==> src/rtl/prog_loader.sv <==
// Program loader: assembles a byte stream into 16-bit words, writes them into
// instruction memory and holds the processor in reset until a halt word lands.
module prog_loader #(
  parameter int DATA_W = 8,
  parameter int ADDR_W = 7
) (
  input  logic                  Clk,
  input  logic                  Reset,
  input  logic                  Start,
  input  logic                  In_Valid,
  input  logic [DATA_W-1:0]     In_Data,
  output logic                  In_Ready,
  output logic                  IM_Wr,
  output logic [ADDR_W-1:0]     IM_Addr,
  output logic [2*DATA_W-1:0]   IM_Data,
  output logic                  CPU_Reset,
  output logic                  Done,
  output logic                  Error,
  output logic [ADDR_W:0]       Count
);

  localparam logic [2*DATA_W-1:0] HALT_WORD = 16'h5000;
  localparam logic [ADDR_W:0]     LAST_ADDR = (ADDR_W+1)'((1 << ADDR_W) - 1);

  typedef enum logic [2:0] {IDLE, HI, LO, WRITE, DONE, ERR} state_t;

  state_t              state, state_nxt;
  logic [DATA_W-1:0]   hi_byte;
  logic                restart;

  // A new load may only be launched from a resting state.
  assign restart = Start && (state == IDLE || state == DONE || state == ERR);

  always_ff @(posedge Clk or negedge Reset) begin
    if (!Reset) state <= IDLE;
    else        state <= state_nxt;
  end

  always_comb begin
    state_nxt = state;
    case (state)
      IDLE:    if (Start)    state_nxt = HI;
      HI:      if (In_Valid) state_nxt = LO;
      LO:      if (In_Valid) state_nxt = WRITE;
      WRITE: begin
        if (IM_Data == HALT_WORD)  state_nxt = DONE;
        else if (Count == LAST_ADDR) state_nxt = ERR;
        else                       state_nxt = HI;
      end
      DONE:    if (Start)    state_nxt = HI;
      ERR:     if (Start)    state_nxt = HI;
      default:               state_nxt = IDLE;
    endcase
  end

  // The write address always equals the number of words already written,
  // so Count doubles as the address counter; IM_Addr/IM_Data latch per word.
  always_ff @(posedge Clk or negedge Reset) begin
    if (!Reset) begin
      hi_byte <= '0;
      IM_Addr <= '0;
      IM_Data <= '0;
      Count   <= '0;
    end else begin
      if (state == HI && In_Valid) hi_byte <= In_Data;
      if (state == LO && In_Valid) begin
        IM_Data <= {hi_byte, In_Data};
        IM_Addr <= Count[ADDR_W-1:0];
      end
      if (restart)               Count <= '0;
      else if (state == WRITE)   Count <= Count + 1'b1;
    end
  end

  assign In_Ready  = (state == HI) || (state == LO);
  assign IM_Wr     = (state == WRITE);
  assign Done      = (state == DONE);
  assign Error     = (state == ERR);
  assign CPU_Reset = (state == DONE);

endmodule

==> config.mk <==
export PLATFORM = sky130hd
export DESIGN_NAME = prog_loader
export DESIGN_NICKNAME = d
export VERILOG_FILES = /design/src/rtl/prog_loader.sv
export SDC_FILE = /design/constraint.sdc
export NUM_CORES = 1
export LEC_CHECK = 0
export ABC_CLOCK_PERIOD_IN_PS = 1690
export CAP_MARGIN = 10
export CORE_AREA = 2 2 65 67
export CTS_CLUSTER_DIAMETER = 120
export DETAILED_ROUTE_END_ITERATION = 10
export DIE_AREA = 0 0 67 69
export GPL_TIMING_DRIVEN = 1
export MAX_ROUTING_LAYER = met4
export PLACE_DENSITY = 0.78
export SYNTH_ARGS = -nofsm -noshare
export SYNTH_HDL_FRONTEND = slang
export SYNTH_SLANG_ARGS = --single-unit
==> constraint.sdc <==
create_clock -name Clk -period 1.69 [get_ports Clk]
set_input_delay 0.169 -clock Clk [delete_from_list [all_inputs] [get_ports Clk]]
set_output_delay 0.169 -clock Clk [all_outputs]
set_load 0.05 [all_outputs]
==> flow_summary.rst, run 1 <==
.. list-table::
   :header-rows: 1

   * - Metric
     - Value
   * - Run status
     - completed
   * - Last weighted congestion value of the routability-driven placer
     - a little under 0.9
   * - Routing usage on met3
     - ~5.2%
   * - Number of buffers added on ports
     - 47
   * - Yosys synthesis warning count
     - 0
   * - Worst reg-to-reg path cell count
     - 3
   * - TNS Setup
     - 0 ns
   * - Routed length per placed instance
     - about 16 um
   * - Most crowded layer after global routing
     - met2
   * - Layout Area Growth over Synthesis
     - 37.4%
   * - Setup Skew
     - 0.00723 ns
   * - Number of nets with antenna violations after routing
     - 0
   * - Fraction of final layout cells sized beyond drive strength 1
     - about 25%
   * - Number of iterations in the first detailed-routing pass
     - 4
   * - PwrDens
     - slightly above 2000 nW/um2
   * - RSZ-0062 raised after global routing
     - yes
   * - Crit path setup slack, layout
     - 0.0301 ns
   * - Die Span Y
     - 69 um
   * - Max transition margin
     - about two thirds
   * - Number of endpoints failing setup at the final stage
     - 0
   * - Floorplan die width
     - around 67 um
   * - ANT cells
     - 0
   * - Count of max-cap constraint violations
     - 0
   * - Total GRT Usage
     - 19.9%
   * - Data arrival time of the critical path
     - approximately 1.5 ns
   * - Setup WS pre-CTS
     - 0.0109 ns
   * - Synthesized area per cell
     - 13.3 um2
   * - Htree depth
     - 2
   * - Worst voltage drop across the vdd grid
     - 1.19 mV
   * - Number of max-slew violations in the final report
     - 0
   * - Vias per Instance
     - approximately 5.4
   * - Max stage delay cell, worst path
     - clkdlybuf4s50_1
   * - Floorplan die area
     - 4620 um2
   * - Post-synthesis cell type count
     - 34
   * - Global route overflow
     - 0
   * - Register bit total from synthesis
     - 42
   * - Leakage power figure
     - 1.17 nW
   * - Time the final worst path needs with I/O delays and setup
     - 1.66 ns
   * - Filler cell count in the final layout
     - 309
   * - Critical Path End Type
     - output port
   * - Startpoint kind of the worst setup timing path
     - register
   * - Commonest cells after routing, fill and taps aside
     - dfrtp_1 (41), mux2_1 (30), buf_4 (26)
   * - Total via count in the routed design
     - 1322
   * - Count of boundary I/O pins
     - 48
   * - Most common library cell in the layout ignoring fill and taps
     - dfrtp_1
   * - DRT Wirelength
     - 3.90 mm
   * - CTS Root Buffer Type
     - clkbuf_8
   * - Worst R2R Start
     - state[2]
   * - Critical path data required time
     - 1.52 ns
   * - Highest cell delay on the worst timing path
     - 0.81 ns
   * - Proportion of synthesized chip area in sequential cells
     - 57.3%
   * - Number of stages on the worst setup path
     - 1
   * - Worst-path cell chain
     - clkdlybuf4s50_1
   * - Total number of nets in the final design
     - 205
   * - Total design power
     - 5.15 mW
   * - Capture point of the worst reg-to-reg path
     - Count[7]
   * - Synthesized Nets
     - roughly 150
   * - Sequential cell area in the final layout
     - 1050 um2
   * - Total standard cell area after synthesis
     - roughly 1800 um2
   * - Max Clock Freq
     - roughly 600 MHz
   * - Hold Path Class
     - input pin to asynchronous set/reset pin
   * - Met1 capacity usage during global routing
     - approximately a quarter
   * - Maximum number of pins on one net before global-route repair
     - 43
   * - CP Max Fanout
     - 3
   * - Starting DRC count in detailed routing
     - 60
   * - Class of the most critical setup path
     - register to output port
   * - Kind of cell with the highest combined delay on the critical path
     - buffers and inverters
   * - FF-to-FF setup slack
     - approximately 0.14 ns
   * - Post-synth EDFFs
     - 0
   * - Worst-Margin Slew
     - 0.514 ns
   * - Number of global-route vias before repair
     - 1401
   * - Non-filler instance count after layout
     - 243
   * - Hold violation count in the final report
     - 0
   * - Area of the multi-input gates
     - roughly 760 um2
   * - Cells after synthesis
     - 138
   * - Maximum number of buffers from clock root to sink
     - 2
   * - Number of clock sinks seen by CTS
     - 42
   * - Number of antenna violations at the first check in global routing
     - 0
   * - Half-perimeter wire length after detailed placement
     - around 2.8 mm
   * - Floorplan row count
     - 23
   * - Clock insertion delay at the later pin of the skew report
     - roughly 0.29 ns
   * - Core Area
     - 3910 um2
   * - Global-route wire length before repair
     - between 6 and 7 mm
   * - Residual DRC
     - 0
   * - Clock tree from TritonCTS
     - yes
   * - Placed Cells incl. Taps
     - 233
   * - Share of the core filled with cells in the final layout
     - around 64%
   * - Fraction of met2 tracks used by global routing
     - 32.0%
   * - Initial standard-cell utilization of the core
     - 46.9%
   * - Cts bufs inserted
     - 5
   * - Clock transition at the registers of the reported paths
     - 0.08 ns
   * - Post-route fraction of the period consumed by the critical path
     - between 90 and 100%
   * - Asr flop ratio synth
     - 100%
   * - Buffers and inverters on the worst path
     - 1
   * - Most used flip-flop cell after synthesis
     - dfrtp_1
report_power, final:
group,switching (mW),internal [mW]
sequential,0.315,1.42
clock,0.328,0.442
combinational,1.69,0.956
total,2.33,2.82
worst min-delay path, delay by kind of cell:
family	cells	cell delay (ns)
buf+inv	3	1.05
cell families (layout without fill, tap and decap cells):
logic type	Yosys count	in the layout	synth area share (%)
AOI/OAI and AO/OA	18	18	5.93
xor gates and xnor gates	1	1	0.478
adders and majority gates	1	1	0.682
buffers and inverters	9	64	2.86
DFF	42	42	57.3
muxes	33	33	20.1
and+or+nand+nor	34	34	12.6
sequential cells by signal, summed over array words and instances, names as in the netlist:
signal / cells
Count: 8
state: 3
hi_byte: 8
IM_Data: 16
IM_Addr: 7
cell type report:
type / count / area share, %
inverter: 2 / 0.298
sequential: 42 / 41.8
timing repair buffer: 54 / 21.3
clock inverter: 1 / 1.19
clock buffer: 7 / 3.03
multi-input combinational: 87 / 30.0
tap: 50 / 2.48
per-layer routing:
layer,wire [um],up-vias
met2,1930,61
li1,-,607
met5,0,-
met4,78,0
met3,294,7
met1,1600,647
worst max-delay path by stage:
stage	end	slack, ns	start
global placement	hi_byte[3]	0.04	In_Valid
global route	Done	-0.008	state[1]
detailed placement	hi_byte[4]	0.01	In_Valid
finish	IM_Data[1]	0.03	IM_Data[1]
floorplan	In_Ready	0.07	state[1]
CTS	Done	0.02	state[1]
Yosys cell counts (2+ instances only):
library cell | count | area share (%)
nand4_1 | 4 | 1.4
nor4bb_1 | 2 | 1.1
buf_4 | 4 | 1.6
o21ai_0 | 5 | 1.4
nand3b_1 | 2 | 0.82
mux2i_1 | 2 | 1.1
nor4_1 | 3 | 1.0
a21oi_1 | 6 | 1.6
nand2_1 | 5 | 1.0
nor2_1 | 4 | 0.82
dfrtp_1 | 42 | 57
or4_1 | 2 | 0.82
mux2_1 | 30 | 18
o31ai_1 | 2 | 0.82
nand2b_1 | 4 | 1.4
buf_2 | 3 | 0.82
per-stage QoR:
stage / hold WS, ns / area (um2)
2_1_floorplan: -0.127 / 1840
3_3_place_gp: 0.254 / 2380
3_5_place_dp: 0.278 / 2380
4_1_cts: 0.491 / 2500
5_1_grt: 0.513 / 2520
6_report: 0.472 / 2520
what timing repair did:
action	CTS	global route
hold buffers	1	0
buffers inserted	0	1
resized for setup	2	4
endpoints found under the setup margin	2	5
pin swaps	0	1
hold endpoints to repair	42	0
Power figures use the tool's default switching activity.
==> run 2: changes to the inputs <==
CORE_AREA = 2 2 83 85   (was 2 2 65 67)
DIE_AREA = 0 0 85 87   (was 0 0 67 69)
PLACE_DENSITY = not set   (was 0.78)
==> run 2 against run 1 <==
  * Clock skew grew 0.00098 ns
  * Sequential cell count is the same
  * Register-to-register slack improved by 0.02 ns
  * Largest cell class unchanged
==> flow_summary.rst, run 2 (synthesis results as in run 1) <==
.. list-table::
   :header-rows: 1

   * - Metric
     - Value
   * - Run status
     - completed
   * - Maximum number of buffers from clock root to sink
     - 2 (unchanged)
   * - Part of the power in registers
     - 34.9% (+1.3 points)
   * - Number of antenna violations at the first check in global routing
     - 0 (unchanged)
   * - P_int
     - 2.63 mW (-6.5%)
   * - Number of global-route vias before repair
     - 1348 (-3.8%)
   * - Worst voltage drop across the vdd grid
     - 1.19 mV (about the same)
   * - Total design power
     - 4.97 mW (-3.5%)
   * - CP Max Fanout
     - 2 (-1)
   * - Filler cell count in the final layout
     - 644 (+110%)
   * - Setup Skew
     - 0.00821 ns (+0.000981 ns)
   * - Max stage delay cell, worst path
     - clkdlybuf4s50_1
   * - Register containing the most flip-flops in the final layout
     - IM_Data
   * - Number of endpoints failing setup at the final stage
     - 0 (unchanged)
   * - Initial standard-cell utilization of the core
     - 27.9% (-19 points)
   * - Class of the most critical setup path
     - register to output port
   * - Data arrival time of the critical path
     - 1.45 ns (-0.04 ns)
   * - Critical Path End Type
     - output port
   * - Share of the core filled with cells in the final layout
     - 38.5% (-26 points)
   * - Floorplan die width
     - 85 um (+27%)
   * - Hold Path Class
     - input pin to asynchronous set/reset pin
   * - Global-route wire length before repair
     - 6.53 mm (-2.8%)
   * - Half-perimeter wire length after detailed placement
     - 2.78 mm (-2.0%)
   * - Routed length per placed instance
     - 13.9 um (-13%)
   * - Number of buffers added on ports
     - 47 (unchanged)
   * - RSZ-0062 raised after global routing
     - no
   * - Die Span Y
     - 87 um (+26%)
   * - ANT cells
     - 0 (unchanged)
   * - Layout Area Growth over Synthesis
     - 37.8%
   * - TNS Setup
     - 0 ns (unchanged)
   * - Residual DRC
     - 0 (unchanged)
   * - Switching share of total power
     - 47.0% (+1.7 points)
   * - Count of boundary I/O pins
     - 48 (unchanged)
   * - Fraction of final layout cells sized beyond drive strength 1
     - 25.4% (+0.52 points)
   * - Setup bufs post-CTS
     - 0 (unchanged)
   * - Last weighted congestion value of the routability-driven placer
     - 0.792 (-8.8%)
   * - Clock tree from TritonCTS
     - yes
   * - Vias per Instance
     - 4.75 (-13%)
   * - Startpoint kind of the worst setup timing path
     - register
   * - Hold_ws
     - 0.471 ns (-0.000107 ns)
   * - Number of nets with antenna violations after routing
     - 0 (unchanged)
   * - Worst-path cell chain
     - clkdlybuf4s50_1
   * - Highest cell delay on the worst timing path
     - 0.81 ns (about the same)
   * - Buffers and inverters on the worst path
     - 1 (unchanged)
   * - Number of clock sinks seen by CTS
     - 42 (unchanged)
   * - Max Clock Freq
     - 618 MHz (+2.5%)
   * - Number of iterations in the first detailed-routing pass
     - 4 (unchanged)
   * - Number of max-slew violations in the final report
     - 0 (unchanged)
   * - Hold violation count in the final report
     - 0 (unchanged)
   * - Post-route fraction of the period consumed by the critical path
     - 95.8% (-2.4 points)
   * - Total via count in the routed design
     - 1298 (-1.8%)
   * - Clock transition at the registers of the reported paths
     - 0.09 ns (about the same)
   * - Max transition margin
     - 64.8% (-0.88 points)
   * - Floorplan row count
     - 30 (+30%)
   * - Time the final worst path needs with I/O delays and setup
     - 1.62 ns (-0.0405 ns)
   * - Largest register FFs
     - 16 (unchanged)
   * - Clock insertion delay at the later pin of the skew report
     - 0.30 ns (about the same)
   * - Leakage power figure
     - 1.17 nW (-0.50%)
   * - Portion of total power attributed to the clock network
     - 13.0% (-2.0 points)
   * - Most common library cell in the layout ignoring fill and taps
     - dfrtp_1
   * - CTS Root Buffer Type
     - clkbuf_8
   * - Global route overflow
     - 0 (unchanged)
   * - Maximum number of pins on one net before global-route repair
     - 43 (unchanged)
   * - Sequential cell area in the final layout
     - 1050 um2 (unchanged)
   * - PwrDens
     - 1970 nW/um2 (-3.8%)
   * - Cts bufs inserted
     - 5 (unchanged)
   * - Floorplan die area
     - 7400 um2 (+60%)
   * - Total GRT Usage
     - 11.6% (-8.3 points)
   * - Critical path data required time
     - 1.52 ns (about the same)
   * - DRT Wirelength
     - 3.81 mm (-2.4%)
   * - Combinational power share
     - 52.1% (+0.7 points)
   * - Commonest cells after routing, fill and taps aside
     - dfrtp_1 (41), mux2_1 (30), buf_4 (27)
   * - Kind of cell with the highest combined delay on the critical path
     - buffers and inverters
   * - Worst-Margin Slew
     - 0.528 ns (+0.0133 ns)
   * - Total number of nets in the final design
     - 205 (unchanged)
   * - Area of the multi-input gates
     - 746 um2 (-1.3%)
   * - Starting DRC count in detailed routing
     - 69 (+15%)
   * - Largest regs
     - IM_Data (16), Count (8), hi_byte (8)
   * - Count of max-cap constraint violations
     - 0 (unchanged)
   * - Net switching component of the power
     - 2.34 mW (+0.14%)
   * - Core Area
     - 6570 um2 (+68%)
   * - Htree depth
     - 2 (unchanged)
-- run 2: power groups by stage --
stage / Sequential (mW) / Combinational (mW) / Clock, mW
6_report: 1.74 / 2.59 / 0.645
5_1_grt: 1.81 / 2.73 / 0.729
4_1_cts: 1.75 / 2.63 / 0.675
3_5_place_dp: 1.77 / 2.63 / 0
3_3_place_gp: 1.75 / 2.60 / 0
2_1_floorplan: 2.68 / 0.762 / 0
-- run 2: layout make-up --
type                    instances  share of cell area (%)
multi-input cells              87                    29.5
flip-flops and latches         42                    41.6
well taps                      80                    3.96
clock inverters                 3                   0.842
clock buffers                   5                    2.72
inverters                       2                   0.297
repair buffers                 54                    21.0
-- run 2: final timing paths --
| check | slack, ns | from | end | depth (start not counted) |
|---|---|---|---|---|
| worst max-delay path | 0.07 | IM_Addr[2] | IM_Addr[2] | 1 |
| worst min-delay path | 0.47 | Reset | hi_byte[1] | 3 |
| worst max register to register | 0.16 | state[1] | IM_Data[7] | 4 |
| worst min register to register | 0.49 | IM_Addr[0] | IM_Addr[0] | 1 |
| max in group asynchronous | 0.83 | Reset | state[2] | 3 |
| min in group Clk | 0.49 | IM_Addr[0] | IM_Addr[0] | 1 |
-- run 2: stage by stage --
| step | worst slack [ns] | cells | cell area, um2 |
|---|---|---|---|
| global placement | 0.0357 | 264 | 2420 |
| floorplan | 0.0661 | 138 | 1840 |
| CTS | 0.00766 | 273 | 2520 |
| finish | 0.0706 | 273 | 2530 |
| global route | 0.0266 | 273 | 2530 |
| detailed placement | 0.0240 | 264 | 2420 |
-- run 2: layer usage --
| layer | wire (um) | GRT usage (%) |
|---|---|---|
| met1 | 1700 | 14.0 |
| met2 | 1800 | 18.4 |
| met3 | 247 | 3.32 |
| met4 | 57 | 4.33 |
| met5 | 0 | - |
-- run 2: what timing repair did --
action,4_1_cts,5_1_grt
resized for setup,1,3
hold endpoints to repair,42,0
hold buffers,1,0
gates cloned,0,0
setup endpoints to repair,1,4
